File: config.mk
export PLATFORM = sky130hd
export DESIGN_NAME = mem_bus_bridge_flat
export DESIGN_NICKNAME = d
export VERILOG_FILES = /design/src/rtl/mem_bus_bridge_pkg.sv /design/src/rtl/mem_bus_bridge_if.sv /design/src/rtl/mem_bus_bridge_watchdog.sv /design/src/rtl/mem_bus_bridge.sv /design/src/flat_wrapper.sv
export SDC_FILE = /design/constraint.sdc
export NUM_CORES = 1
export LEC_CHECK = 0
export CAP_MARGIN = 15
export CORE_ASPECT_RATIO = 0.6
export CORE_MARGIN = 1
export CORE_UTILIZATION = 48
export DETAILED_ROUTE_END_ITERATION = 16
export GPL_ROUTABILITY_DRIVEN = 0
export GPL_TIMING_DRIVEN = 0
export PLACE_DENSITY = 0.86
export SLEW_MARGIN = 20
export SYNTH_ARGS = -nofsm -noshare
export SYNTH_HDL_FRONTEND = slang
export SYNTH_SLANG_ARGS = --single-unit
File: constraint.sdc
create_clock -name clk -period 4.91 [get_ports clk]
set_input_delay 0.491 -clock clk [delete_from_list [all_inputs] [get_ports clk]]
set_output_delay 0.491 -clock clk [all_outputs]
set_load 0.02 [all_outputs]
File: src/rtl/mem_bus_bridge_pkg.sv
// Shared types for the MEM-stage bus bridge.
//   mb_state_e   : bridge sequencing states (IDLE / BUSY / DONE)
//   word_aligned : true when a byte address selects a whole 32-bit word
package mem_bus_bridge_pkg;

   typedef enum logic [1:0] {
      MB_IDLE = 2'd0,
      MB_BUSY = 2'd1,
      MB_DONE = 2'd2
   } mb_state_e;

   function automatic logic word_aligned(input logic [1:0] lsb);
      return (lsb == 2'b00);
   endfunction

endpackage

File: src/rtl/mem_bus_bridge_if.sv
// Single-outstanding strobe/ack data bus between the bridge and the memory slave.
//   stb   : request strobe, held until ack or abandon   (master -> slave)
//   we    : write enable                                  (master -> slave)
//   addr  : word-aligned byte address                     (master -> slave)
//   wdata : store data                                    (master -> slave)
//   rdata : load data, valid with ack                     (slave -> master)
//   ack   : one-cycle completion pulse                    (slave -> master)
interface mem_bus_bridge_if #(
   parameter int ADDR_W = 32,
   parameter int DATA_W = 32
);

   logic              stb;
   logic              we;
   logic [ADDR_W-1:0] addr;
   logic [DATA_W-1:0] wdata;
   logic [DATA_W-1:0] rdata;
   logic              ack;

   modport master (
      output stb, we, addr, wdata,
      input  rdata, ack
   );

   modport slave (
      input  stb, we, addr, wdata,
      output rdata, ack
   );

endinterface

File: src/rtl/mem_bus_bridge_watchdog.sv
// Bus watchdog: counts cycles spent waiting for bus_ack.
//   clk, rst_n : clock, asynchronous active-low reset
//   clr        : restart the count at zero
//   en         : count this cycle
//   expired    : the current wait cycle is the last one allowed (count == TIMEOUT-1)
// With TIMEOUT == 0 the watchdog is disabled and expired is tied low.
module mem_bus_bridge_watchdog #(
   parameter int TIMEOUT = 255
) (
   input  logic clk,
   input  logic rst_n,
   input  logic clr,
   input  logic en,
   output logic expired
);

   generate
      if (TIMEOUT > 0) begin : g_cnt
         localparam int CW = $clog2(TIMEOUT + 1);

         logic [CW-1:0] cnt;

         always_ff @(posedge clk or negedge rst_n) begin
            if (!rst_n) begin
               cnt <= '0;
            end else if (clr) begin
               cnt <= '0;
            end else if (en) begin
               cnt <= cnt + CW'(1);
            end
         end

         // The count is zero in the first wait cycle, so matching TIMEOUT-1
         // flags the TIMEOUT-th wait cycle.
         assign expired = (cnt == CW'(TIMEOUT - 1));
      end else begin : g_off
         logic unused_in;
         assign unused_in = ^{clk, rst_n, clr, en};
         assign expired   = 1'b0;
      end
   endgenerate

endmodule

File: src/rtl/mem_bus_bridge.sv
// MEM-stage data-memory bridge for the 5-stage MIPS datapath.
// Turns the MEM-stage load/store request into one strobe/ack bus cycle, stalls
// the pipeline while the access is in flight, returns load data on mem_din and
// reports misaligned addresses and bus timeouts.
//   clk, rst_n           : clock, asynchronous active-low reset
//   mem_ren / mem_wen    : load / store request (store wins if both set)
//   mem_addr, mem_dout   : byte address and store data from the MEM stage
//   mem_adv, mem_flush   : MEM stage advances / is flushed this cycle
//   mem_din              : load data (holds between accesses)
//   mem_stall            : combinational pipeline hold
//   bus                  : strobe/ack bus, master side
//   acc_err, err_addr    : one-cycle error pulse and address of the last error
//
// state   | meaning
// --------+---------------------------------------------------------------
// IDLE    | no access; a live request starts a bus cycle or a misalign error
// BUSY    | bus_stb high, waiting for bus_ack or the watchdog
// DONE    | access finished, result on mem_din; wait for the stage to move on
module mem_bus_bridge
   import mem_bus_bridge_pkg::*;
#(
   parameter int ADDR_W  = 32,
   parameter int DATA_W  = 32,
   parameter int TIMEOUT = 255
) (
   input  logic              clk,
   input  logic              rst_n,
   input  logic              mem_ren,
   input  logic              mem_wen,
   input  logic [ADDR_W-1:0] mem_addr,
   input  logic [DATA_W-1:0] mem_dout,
   input  logic              mem_adv,
   input  logic              mem_flush,
   output logic [DATA_W-1:0] mem_din,
   output logic              mem_stall,
   mem_bus_bridge_if.master  bus,
   output logic              acc_err,
   output logic [ADDR_W-1:0] err_addr
);

   mb_state_e         state;
   logic              stb_q;
   logic              we_q;
   logic [ADDR_W-1:0] addr_q;
   logic [DATA_W-1:0] wdata_q;
   logic [DATA_W-1:0] rdata_q;
   logic              kill_q;

   logic              req;
   logic              kill_now;
   logic              wd_clr;
   logic              wd_en;
   logic              wd_expired;

   assign req = (mem_ren | mem_wen) & ~mem_flush;

   // A flush arriving in the same cycle as the completion still discards the
   // result: the instruction is gone, so DONE must not be entered.
   assign kill_now = kill_q | mem_flush;

   assign wd_clr = (state != MB_BUSY);
   assign wd_en  = (state == MB_BUSY) & ~bus.ack;

   mem_bus_bridge_watchdog #(
      .TIMEOUT (TIMEOUT)
   ) u_watchdog (
      .clk     (clk),
      .rst_n   (rst_n),
      .clr     (wd_clr),
      .en      (wd_en),
      .expired (wd_expired)
   );

   assign bus.stb   = stb_q;
   assign bus.we    = we_q;
   assign bus.addr  = addr_q;
   assign bus.wdata = wdata_q;
   assign mem_din   = rdata_q;

   // Gated by rst_n so the pipeline is released the moment reset asserts,
   // even if a request is still sitting on the MEM-stage inputs.
   always_comb begin
      mem_stall = 1'b0;
      if (rst_n) begin
         case (state)
            MB_IDLE: mem_stall = req;
            MB_BUSY: mem_stall = 1'b1;
            default: mem_stall = 1'b0;
         endcase
      end
   end

   always_ff @(posedge clk or negedge rst_n) begin
      if (!rst_n) begin
         state    <= MB_IDLE;
         stb_q    <= 1'b0;
         we_q     <= 1'b0;
         addr_q   <= '0;
         wdata_q  <= '0;
         rdata_q  <= '0;
         kill_q   <= 1'b0;
         acc_err  <= 1'b0;
         err_addr <= '0;
      end else begin
         acc_err <= 1'b0;
         case (state)
            MB_IDLE: begin
               if (req) begin
                  if (word_aligned(mem_addr[1:0])) begin
                     stb_q   <= 1'b1;
                     we_q    <= mem_wen;
                     addr_q  <= {mem_addr[ADDR_W-1:2], 2'b00};
                     wdata_q <= mem_dout;
                     kill_q  <= 1'b0;
                     state   <= MB_BUSY;
                  end else begin
                     acc_err  <= 1'b1;
                     err_addr <= mem_addr;
                     rdata_q  <= '0;
                     state    <= MB_DONE;
                  end
               end
            end

            MB_BUSY: begin
               // The bus cycle runs to completion even when flushed so a store
               // is never torn; the flush only decides where we land.
               if (mem_flush) begin
                  kill_q <= 1'b1;
               end
               if (bus.ack) begin
                  stb_q <= 1'b0;
                  if (!we_q) begin
                     rdata_q <= bus.rdata;
                  end
                  state <= kill_now ? MB_IDLE : MB_DONE;
               end else if (wd_expired) begin
                  stb_q    <= 1'b0;
                  acc_err  <= 1'b1;
                  err_addr <= addr_q;
                  rdata_q  <= '0;
                  state    <= kill_now ? MB_IDLE : MB_DONE;
               end
            end

            MB_DONE: begin
               // The request still present here is the instruction just served.
               if (mem_adv | mem_flush) begin
                  state <= MB_IDLE;
               end
            end

            default: state <= MB_IDLE;
         endcase
      end
   end

endmodule

File: src/flat_wrapper.sv
// flat-port wrapper written by rule: the top's interface ports become plain ports
module mem_bus_bridge_flat import mem_bus_bridge_pkg::*;
#(
   parameter int ADDR_W  = 32,
   parameter int DATA_W  = 32,
   parameter int TIMEOUT = 255
)
  (clk, rst_n, mem_ren, mem_wen, mem_addr, mem_dout, mem_adv, mem_flush, mem_din, mem_stall, acc_err, err_addr, bus_stb, bus_we, bus_addr, bus_wdata, bus_rdata, bus_ack);
  mem_bus_bridge_if #(.ADDR_W(ADDR_W), .DATA_W(DATA_W)) bus_i ();
  input  logic clk;
  input  logic rst_n;
  input  logic mem_ren;
  input  logic mem_wen;
  input  logic [ADDR_W-1:0] mem_addr;
  input  logic [DATA_W-1:0] mem_dout;
  input  logic mem_adv;
  input  logic mem_flush;
  output logic [DATA_W-1:0] mem_din;
  output logic mem_stall;
  output logic acc_err;
  output logic [ADDR_W-1:0] err_addr;
  output wire logic [$bits(bus_i.stb)-1:0] bus_stb;
  output wire logic [$bits(bus_i.we)-1:0] bus_we;
  output wire logic [$bits(bus_i.addr)-1:0] bus_addr;
  output wire logic [$bits(bus_i.wdata)-1:0] bus_wdata;
  input wire logic [$bits(bus_i.rdata)-1:0] bus_rdata;
  input wire logic [$bits(bus_i.ack)-1:0] bus_ack;
  assign bus_stb = bus_i.stb;
  assign bus_we = bus_i.we;
  assign bus_addr = bus_i.addr;
  assign bus_wdata = bus_i.wdata;
  assign bus_i.rdata = bus_rdata;
  assign bus_i.ack = bus_ack;
  mem_bus_bridge #(.ADDR_W(ADDR_W), .DATA_W(DATA_W), .TIMEOUT(TIMEOUT)) u_core (.clk(clk), .rst_n(rst_n), .mem_ren(mem_ren), .mem_wen(mem_wen), .mem_addr(mem_addr), .mem_dout(mem_dout), .mem_adv(mem_adv), .mem_flush(mem_flush), .mem_din(mem_din), .mem_stall(mem_stall), .bus(bus_i), .acc_err(acc_err), .err_addr(err_addr));
endmodule
==> results of run 1 <==
per-layer routing:
layer	wire length, um	vias up
li1	-	2155
met1	6960	2352
met2	8220	180
met3	1190	24
met4	223	0
met5	0	-
state kept, by name, summed over array words and instances (netlist names):
name and flops:
u_core.bus.we 1, u_core.kill_q 1, u_core.u_watchdog.g_cnt.cnt 8, u_core.state 2, u_core.err_addr 32, u_core.bus.wdata 32
u_core.acc_err 1, u_core.bus.addr 30, u_core.mem_din 32, u_core.bus.stb 1
critical path, delay by kind of cell:
| kind | cells | cell delay (ps) |
|---|---|---|
| buffers and inverters | 2 | 1090 |
| AO/OA/AOI/OAI | 2 | 620 |
| AND/OR/NAND/NOR | 1 | 180 |
layout make-up:
type | instances | area share [%]
plain buffers | 32 | 2.20
clock buffers | 18 | 4.61
clock inverters | 13 | 1.80
inverters | 7 | 0.282
multi-input cells | 306 | 26.0
flip-flops and latches | 140 | 37.6
well taps | 165 | 2.22
repair buffers | 233 | 25.3
cells in the final DEF (no fill, tap or decap), types with 3 or more instances in the layout:
cell,count
inv_1,7
clkbuf_1,16
clkdlybuf4s50_1,231
and3_1,34
clkinv_4,4
clkbuf_16,17
mux2_4,27
buf_12,3
a21oi_1,4
bufinv_16,3
o21ai_0,4
xor2_1,6
dfrtp_1,140
buf_4,5
mux2_2,97
nand2_1,95
buf_2,8
nor2_1,11
stage by stage:
step | power (W) | util [%]
floorplan | 0.00242 | -
global placement | 0.00321 | 70.9
detailed placement | 0.00327 | 71.1
CTS | 0.00459 | 76.0
global route | 0.00475 | 76.0
finish | 0.00455 | 76.0
cell families after synthesis:
group                      Yosys count
and+or+nand+nor                    155
DFF                                140
muxes                              127
buffers and inverters               39
AOI/OAI and AO/OA                   13
xor gates and xnor gates             7
adders and majority gates            2
other                                1
power breakdown:
group | total, W | internal [W] | switching (W)
clock network | 0.00130 | 0.000800 | 0.000500
logic | 0.00162 | 0.000875 | 0.000744
registers | 0.00164 | 0.00145 | 0.000188
total | 0.00455 | 0.00312 | 0.00143
final timing paths:
kind                                                start                   end  cells after the start
min reg2reg                          u_core.bus.wdata[30]  u_core.bus.wdata[30]                      1
max in group asynchronous                           rst_n   u_core.bus.addr[13]                      2
max reg2reg                u_core.u_watchdog.g_cnt.cnt[0]    u_core.mem_din[18]                      7
max                                             mem_flush             mem_stall                      5
min                                                 rst_n  u_core.bus.wdata[26]                      1
min in group clk                     u_core.bus.wdata[30]  u_core.bus.wdata[30]                      1
==> results by group, run 1 <==
Worst setup path
  • CP max stage cell: clkdlybuf4s50_1
  • WS Path Type: in -> out
  • Arrival time at the worst endpoint: 2380 ps
  • R2R Setup Slk: 2830 ps
  • Worst-path cell chain: clkdlybuf4s50_1, o21bai_1, a21oi_1, and2_1, clkdlybuf4s50_1
  • Crit. End Element: output port
  • Most frequent CP cell: clkdlybuf4s50_1
  • Max incr delay on CP: just over 600 ps
  • Startpoint types: input pin
  • Worst Path Required: between 4000 and 5000 ps
  • Worst Path Max Fanout: 5

Floorplanning
  • Die area: 13300 um2
  • Core area: 12300 um2
  • Top Ports: ~240
  • # rows: 31
  • Chip height: about 90 um
  • Starting Density: approximately half
  • Die width: 148 um

Cells and area
  • Layout Cells excl Fill: 914
  • Design area: 9310 um2
  • Register area: 3500 um2
  • Synth-to-layout area growth: 51.4%
  • Layout fillers: 793
  • Antenna cells: 0
  • Layout cells sized above 1: 23.6%
  • Final-stage net count: ~840
  • Footprint of the multi-input gates: roughly 2400 um2

Logic synthesis
  • Adder-Cell Fraction of Synth Area: 0.407%
  • Top cell type's share of synthesized area: 56.9%
  • Ys flop type: dfrtp_1
  • Ys async rst share: 100%
  • Post-synthesis register bit count: 140
  • Compound-Gate Fraction of Synth Area: approximately 1.4%
  • Simple-Gate Fraction of Synth Area: 11.6%
  • Post-synthesis sequential area ratio: 56.9%
  • Cell taking the most area after synthesis: dfrtp_1
  • Yosys warns: 0
  • Main combinational cell family by area after synthesis: multiplexers
  • Post-Synth XOR/XNOR Area: 0.997%
  • Netlist Area Pre-Place: 6150 um2
  • Distinct cells, synth: 37
  • Post-synth top cells: dfrtp_1, mux2_2, nand2_1
  • Top cells by area, synth: dfrtp_1, mux2_2, mux2_4
  • Gate Count Post-Synth: between 400 and 500
  • Mux share of post-synthesis cell area: between 20% and 30%
  • Synth Area per Inst: 12.7 um2
  • Cell with the most instances after synthesis: dfrtp_1
  • Post-synth EDFFs: 0

Detailed routing
  • Initial drt markers: 272
  • Detailed-route vias per instance: 5.15
  • Per-cell routed wire length: 18.2 um
  • Drt drc: 0
  • Routed Antenna Nets: 0
  • Via count: 4711
  • First-pass DRT Iterations: 5
  • Routed wire length: between 15 and 20 mm

Clock network
  • CTS tree: done
  • Clk slew on worst S/H paths: 60 ps
  • CTS Hold Bufs: 0
  • Worst skew pair latency: 410 ps
  • Postcts setup bufs: 0
  • Num CTS Buffers: 17
  • CTS resizes: 0
  • CTS Root Cell: clkbuf_16
  • H-tree depth: 4
  • CTS Buffer Depth: 2
  • CTS sink cnt: 140

STA
  • Slack of the critical path: 2040 ps
  • Final setup fails: 0
  • Clock Skews: 8.57 ps
  • Final min period: 2870 ps
  • Slew Viols, Final: 0
  • Final hold violation count: 0
  • RSZ-0062 raised after global routing: no
  • Setup TNS: 0 ps
  • Max Freq: 348 MHz
  • Worst-margin pin slew: 559 ps
  • Min Hold Slack: 16.3 ps
  • Relative max-transition margin: 62.7%
  • Final Cycle Share: between 50% and 60%

Placed design
  • Post-detail-place hpwl: between 10 and 15 mm
  • Dpl cell area: 8720 um2
  • Worst slack, placed: approximately 2100 ps
  • Input/output buffers: 232
  • # placed instances: ~900

GRT
  • Number of global-route vias before repair: 4865
  • Initial antenna violation count: 0
  • Pin count of the biggest net entering global routing: 72
  • Met2 GRT Util: 43.7%
  • GR Layer Usage met1: roughly a third
  • First-pass GRT wire length: 25.5 mm
  • GRT overflow: 0
  • Most used routing layer in global routing: met2
  • Grt met3 use: around 6.8%
  • Global Route Usage Sum: 25.4%

Power and ir drop
  • Leak: 4.39 nW
  • Pwr/cell area: 489 nW/um2
  • Worst vdd ir: 0.249 mV

Job
  • Max Cap Viol: 0

Outcome
  • Status: completed

Min path
  • Hold/Removal Path Class: in -> async
(Power assumes the default switching activity.)
==> inputs of run 2 (changes only) <==
Settings changed: CORE_UTILIZATION 48 to 40, PLACE_DENSITY 0.86 to 0.77.
Clock period 4.91 ns to 2.6 ns, I/O delays scaled along.
==> run 2 against run 1 <==
  * Clock skew is 7.3 ps higher
  * Sequential power grew 88%
  * Combinational power grew 86%
  * Utilization is 13 points lower
  * Largest cell class unchanged
  * Sequential share of layout area unchanged
  * Cell area is the same
  * First-iteration DRC count down 22%
==> results by group, run 2 (synthesized netlist as in run 1, its figures left out) <==
STA
  • Final hold violation count: 0 (unchanged)
  • RSZ-0062 raised after global routing: no
  • Final Cycle Share: 92.5%
  • Worst-margin pin slew: 575 ps (+16.7 ps)
  • Final min period: 2400 ps
  • Clock Skews: 15.8 ps (+7.28 ps)
  • Final setup fails: 0 (unchanged)
  • Relative max-transition margin: 61.6% (-1.1 points)
  • Slew Viols, Final: 0 (unchanged)
  • Max Freq: between 400 and 500 MHz

Power and ir drop
  • Pwr/cell area: 897 nW/um2 (+83%)
  • Pwr Total: 0.00835 W (+83%)
  • Leak: 4.37 nW (-0.48%)
  • Worst vdd ir: 0.494 mV (+99%)

GRT
  • Global Route Usage Sum: 21.1% (-4.3 points)
  • Initial antenna violation count: 0 (unchanged)
  • First-pass GRT wire length: 26.0 mm (+2.1%)
  • Pin count of the biggest net entering global routing: 73 (+1.4%)
  • Number of global-route vias before repair: 4977 (+2.3%)
  • GRT overflow: 0 (unchanged)

Worst setup path
  • Worst Path Max Fanout: 70 (+65)
  • Startpoint types: input pin
  • WS Path Type: in -> out
  • Crit. End Element: output port
  • Arrival time at the worst endpoint: 2140 ps (-240 ps)
  • R2R Setup Slk: 510 ps (-2320 ps)
  • Worst Path Required: 2340 ps (-2080 ps)

Cells and area
  • Register area: 3500 um2 (unchanged)
  • Synth-to-layout area growth: 51.4% (unchanged)
  • Layout cells sized above 1: 23.7% (+0.10 points)
  • Most common cell after layout, fill and taps aside: clkdlybuf4s50_1
  • Footprint of the multi-input gates: 2420 um2 (unchanged)
  • Antenna cells: 0 (unchanged)
  • Finished Core Util: 63.1% (-13 points)
  • Final-stage net count: 843 (+0.12%)
  • Layout fillers: 1134 (+43%)
  • Commonest non-fill, non-tap cells in the layout: clkdlybuf4s50_1, dfrtp_1, mux2_2

Detailed routing
  • Via count: 4607 (-2.2%)
  • Routed Antenna Nets: 0 (unchanged)
  • Initial drt markers: 211 (-22%)
  • Drt drc: 0 (unchanged)
  • Routed wire length: 16.0 mm (-3.3%)
  • First-pass DRT Iterations: 4 (-1)
  • Per-cell routed wire length: 16.9 um (-6.8%)
  • Detailed-route vias per instance: 4.86 (-5.7%)

Clock network
  • Clk slew on worst S/H paths: 70 ps (about the same)
  • Num CTS Buffers: 17 (unchanged)
  • H-tree depth: 4 (unchanged)
  • CTS tree: done
  • CTS sink cnt: 140 (unchanged)
  • CTS Root Cell: clkbuf_16
  • Worst skew pair latency: 410 ps (about the same)
  • CTS Buffer Depth: 2 (unchanged)

Floorplanning
  • Top Ports: 235 (unchanged)
  • Starting Density: 41.7% (-8.5 points)
  • Core area: 14800 um2 (+20%)
  • Chip height: 98.1 um (+9.3%)
  • Die width: 162 um (+9.4%)
  • Die area: 15900 um2 (+20%)
  • # rows: 34 (+9.7%)

Placed design
  • Post-detail-place hpwl: 11.9 mm (-1.5%)
  • Input/output buffers: 232 (unchanged)

Min path
  • Hold/Removal Path Class: in -> async

Outcome
  • Status: completed

Job
  • Max Cap Viol: 0 (unchanged)
run 2: changes by cell type in the layout (fill, tap and decap cells not counted):
cell	delta
dlygate4sd3_1	+1
inv_6	+1
bufinv_16	-2
clkbuf_1	-1
clkinvlp_4	+2
clkinv_2	+3
clkinv_4	-3
run 2: routing by layer:
| metal | up-vias | share of wire [%] | track usage [%] |
|---|---|---|---|
| met1 | 2298 | 45 | 27.1 |
| met5 | - | 0 | 0 |
| met3 | 15 | 6.0 | 6.12 |
| met4 | 0 | 0.99 | 5.88 |
| li1 | 2149 | - | - |
| met2 | 145 | 48 | 34.8 |
run 2: stage by stage:
step                      cells  hold WS [ps]  setup TNS (ps)  instance area [um2]  setup WS (ps)
after floorplan             485         -35.6               0                 6160            730
after global placement      915           477         -593630                 8730          -4220
after detailed placement    916           255               0                 8760            251
after CTS                   948           404               0                 9310            152
after global routing        948           428               0                 9310           81.9
final                       948           380               0                 9310            196
run 2: critical path, stage by stage:
cell and delay [ps]:
dlygate4sd3_1 570, buf_8 410, and2_1 210, clkdlybuf4s50_1 620
run 2: cell type report:
cell class	count	share of cell area, %
multi-input combinational	306	26.0
clock buffer	17	4.57
timing repair buffer	234	25.4
inverter	7	0.282
tap	198	2.66
buffer	32	2.20
sequential	140	37.6
clock inverter	14	1.29
run 2: final timing paths:
kind / from / to / cells past startpoint
max: rst_n / mem_stall / 4
min reg2reg: u_core.bus.wdata[28] / u_core.bus.wdata[28] / 1
min: rst_n / u_core.bus.addr[18] / 2
max reg2reg: u_core.u_watchdog.g_cnt.cnt[0] / u_core.mem_din[16] / 7
min in group clk: mem_dout[6] / u_core.bus.wdata[6] / 2
max in group asynchronous: rst_n / u_core.mem_din[28] / 3
run 2: what timing repair did:
item | CTS | global route
hold buffers | 1 | 0
buffers inserted | 0 | 0
endpoints found under the hold margin | 68 | 0
gates resized for setup | 0 | 0
run 2: power breakdown:
part / switching [W] / internal, W
Combinational: 0.00137 / 0.00165
Clock: 0.000931 / 0.00131
Sequential: 0.000352 / 0.00273
Total: 0.00265 / 0.00570
==> inputs of run 3 (changes only) <==
Settings changed: MAX_ROUTING_LAYER set to met4.
==> run 3 against run 2 <==
  * Sequential share of layout area is the same
  * Combinational power hardly changed
  * Clock skew shrank 0.77 ps
  * First-iteration DRC count is 0.47% higher
  * Clock power about the same
  * Hold slack improved by 4.0 ps
  * Sequential cell count unchanged
  * Critical path type unchanged
  * Critical endpoint unchanged
==> results by group, run 3 (synthesized netlist as in run 1, its figures left out) <==
STA
  • Slew Viols, Final: 0 (unchanged)
  • Min Hold Slack: 384 ps (+4.00 ps)
  • Final Cycle Share: 92.0% (-0.51 points)
  • Clock Skews: 15.1 ps (-0.768 ps)
  • Worst-margin pin slew: 576 ps (+0.180 ps)
  • Slack of the critical path: 209 ps (+13.3 ps)
  • Final min period: 2390 ps (-13.3 ps)
  • RSZ-0062 raised after global routing: no
  • Final setup fails: 0 (unchanged)
  • Max Freq: 418 MHz (+0.56%)
  • Final hold violation count: 0 (unchanged)
  • Relative max-transition margin: 61.6% (about the same)

Placed design
  • Worst slack, placed: 251 ps (unchanged)
  • Post-detail-place hpwl: 11.9 mm (unchanged)
  • # placed instances: 916 (unchanged)
  • Dpl cell area: 8760 um2 (unchanged)
  • Input/output buffers: 232 (unchanged)

Cells and area
  • Design area: 9310 um2 (unchanged)
  • Most common cell after layout, fill and taps aside: clkdlybuf4s50_1
  • Final-stage net count: 843 (unchanged)
  • Commonest non-fill, non-tap cells in the layout: clkdlybuf4s50_1, dfrtp_1, mux2_2
  • Antenna cells: 0 (unchanged)
  • Synth-to-layout area growth: 51.4% (unchanged)
  • Layout Cells excl Fill: 948 (unchanged)
  • Layout cells sized above 1: 23.7% (unchanged)

Detailed routing
  • Routed wire length: 16.0 mm (about the same)
  • First-pass DRT Iterations: 4 (unchanged)
  • Routed Antenna Nets: 0 (unchanged)
  • Via count: 4613 (+0.13%)
  • Initial drt markers: 212 (+0.47%)
  • Detailed-route vias per instance: 4.87 (+0.13%)
  • Drt drc: 0 (unchanged)
  • Per-cell routed wire length: 16.9 um (about the same)

GRT
  • Initial antenna violation count: 0 (unchanged)
  • Pin count of the biggest net entering global routing: 73 (unchanged)
  • First-pass GRT wire length: 26.0 mm (-0.19%)
  • Number of global-route vias before repair: 4999 (+0.44%)
  • GRT overflow: 0 (unchanged)
  • Global Route Usage Sum: 21.8% (+0.66 points)

Worst setup path
  • Arrival time at the worst endpoint: 2130 ps (about the same)
  • Crit. End Element: output port
  • CP max stage cell: clkdlybuf4s50_1
  • Worst Path Required: 2340 ps (about the same)
  • Worst-path cell chain: dlygate4sd3_1, buf_8, and2_1, clkdlybuf4s50_1
  • Max incr delay on CP: 620 ps (about the same)
  • WS Path Type: in -> out
  • Startpoint types: input pin
  • R2R Setup Slk: 510 ps (about the same)
  • Worst Path Max Fanout: 70 (unchanged)

Clock network
  • H-tree depth: 4 (unchanged)
  • CTS Root Cell: clkbuf_16
  • Worst skew pair latency: 410 ps (about the same)
  • Postcts setup bufs: 0 (unchanged)
  • CTS Buffer Depth: 2 (unchanged)
  • CTS sink cnt: 140 (unchanged)
  • Clk slew on worst S/H paths: 70 ps (about the same)
  • CTS resizes: 0 (unchanged)
  • Num CTS Buffers: 17 (unchanged)
  • CTS tree: done

Outcome
  • Status: completed

Floorplanning
  • # rows: 34 (unchanged)
  • Core area: 14800 um2 (unchanged)
  • Die width: 162 um (unchanged)
  • Die area: 15900 um2 (unchanged)
  • Top Ports: 235 (unchanged)
  • Starting Density: 41.7% (unchanged)
  • Chip height: 98.1 um (unchanged)

Power and ir drop
  • Worst vdd ir: 0.493 mV (about the same)
  • Leak: 4.37 nW (unchanged)
  • Pwr/cell area: 897 nW/um2 (about the same)

Min path
  • Hold/Removal Path Class: in -> async

Job
  • Max Cap Viol: 0 (unchanged)
## run 3: cell counts in the layout (fill, tap and decap cells not counted)
No cell type changed its count.
## run 3: worst paths after layout
path / from / end / cells past startpoint
worst max-delay path: rst_n / mem_stall / 4
worst min-delay path: rst_n / u_core.bus.addr[18] / 2
worst max register to register: u_core.u_watchdog.g_cnt.cnt[0] / u_core.mem_din[16] / 7
worst min register to register: u_core.bus.wdata[28] / u_core.bus.wdata[28] / 1
max in group asynchronous: rst_n / u_core.mem_din[28] / 3
min in group clk: mem_dout[6] / u_core.bus.wdata[6] / 2
## run 3: final cells by class
type | count | area, um2
timing repair buffer | 234 | 2360
clock inverter | 14 | 120
multi-input combinational | 306 | 2420
clock buffer | 17 | 425
inverter | 7 | 26.3
tap | 198 | 248
sequential | 140 | 3500
fill | 1134 | 5450
buffer | 32 | 205
## run 3: metal layers
layer,GRT usage [%],up-vias,wire (um),part of all wire [%]
met1,27.7,2305,7330,46
met4,6.75,0,161,1.0
met5,-,-,0,0
met3,4.59,16,779,4.9
li1,-,2147,-,-
met2,35.0,145,7770,48
## run 3: what timing repair did
action	CTS	global route
setup endpoints to repair	0	0
hold endpoints to repair	68	0
hold buffers	1	0
## run 3: critical path, delay by kind of cell
kind,cells,cell delay [ps]
buffers and inverters,3,1610
and+or+nand+nor,1,210
## run 3: power by group
part / internal [W] / switching [W]
Sequential: 0.00273 / 0.000351
Clock: 0.00131 / 0.000932
Combinational: 0.00165 / 0.00137
Total: 0.00570 / 0.00265
## run 3: metrics by stage
stage          total power, W  utilization (%)  TNS [ps]
5_1_grt               0.00873             63.1         0
3_5_place_dp          0.00616             59.3         0
3_3_place_gp          0.00606             59.1   -593630
4_1_cts               0.00844             63.1         0
6_report              0.00835             63.1         0
2_1_floorplan         0.00458                -         0
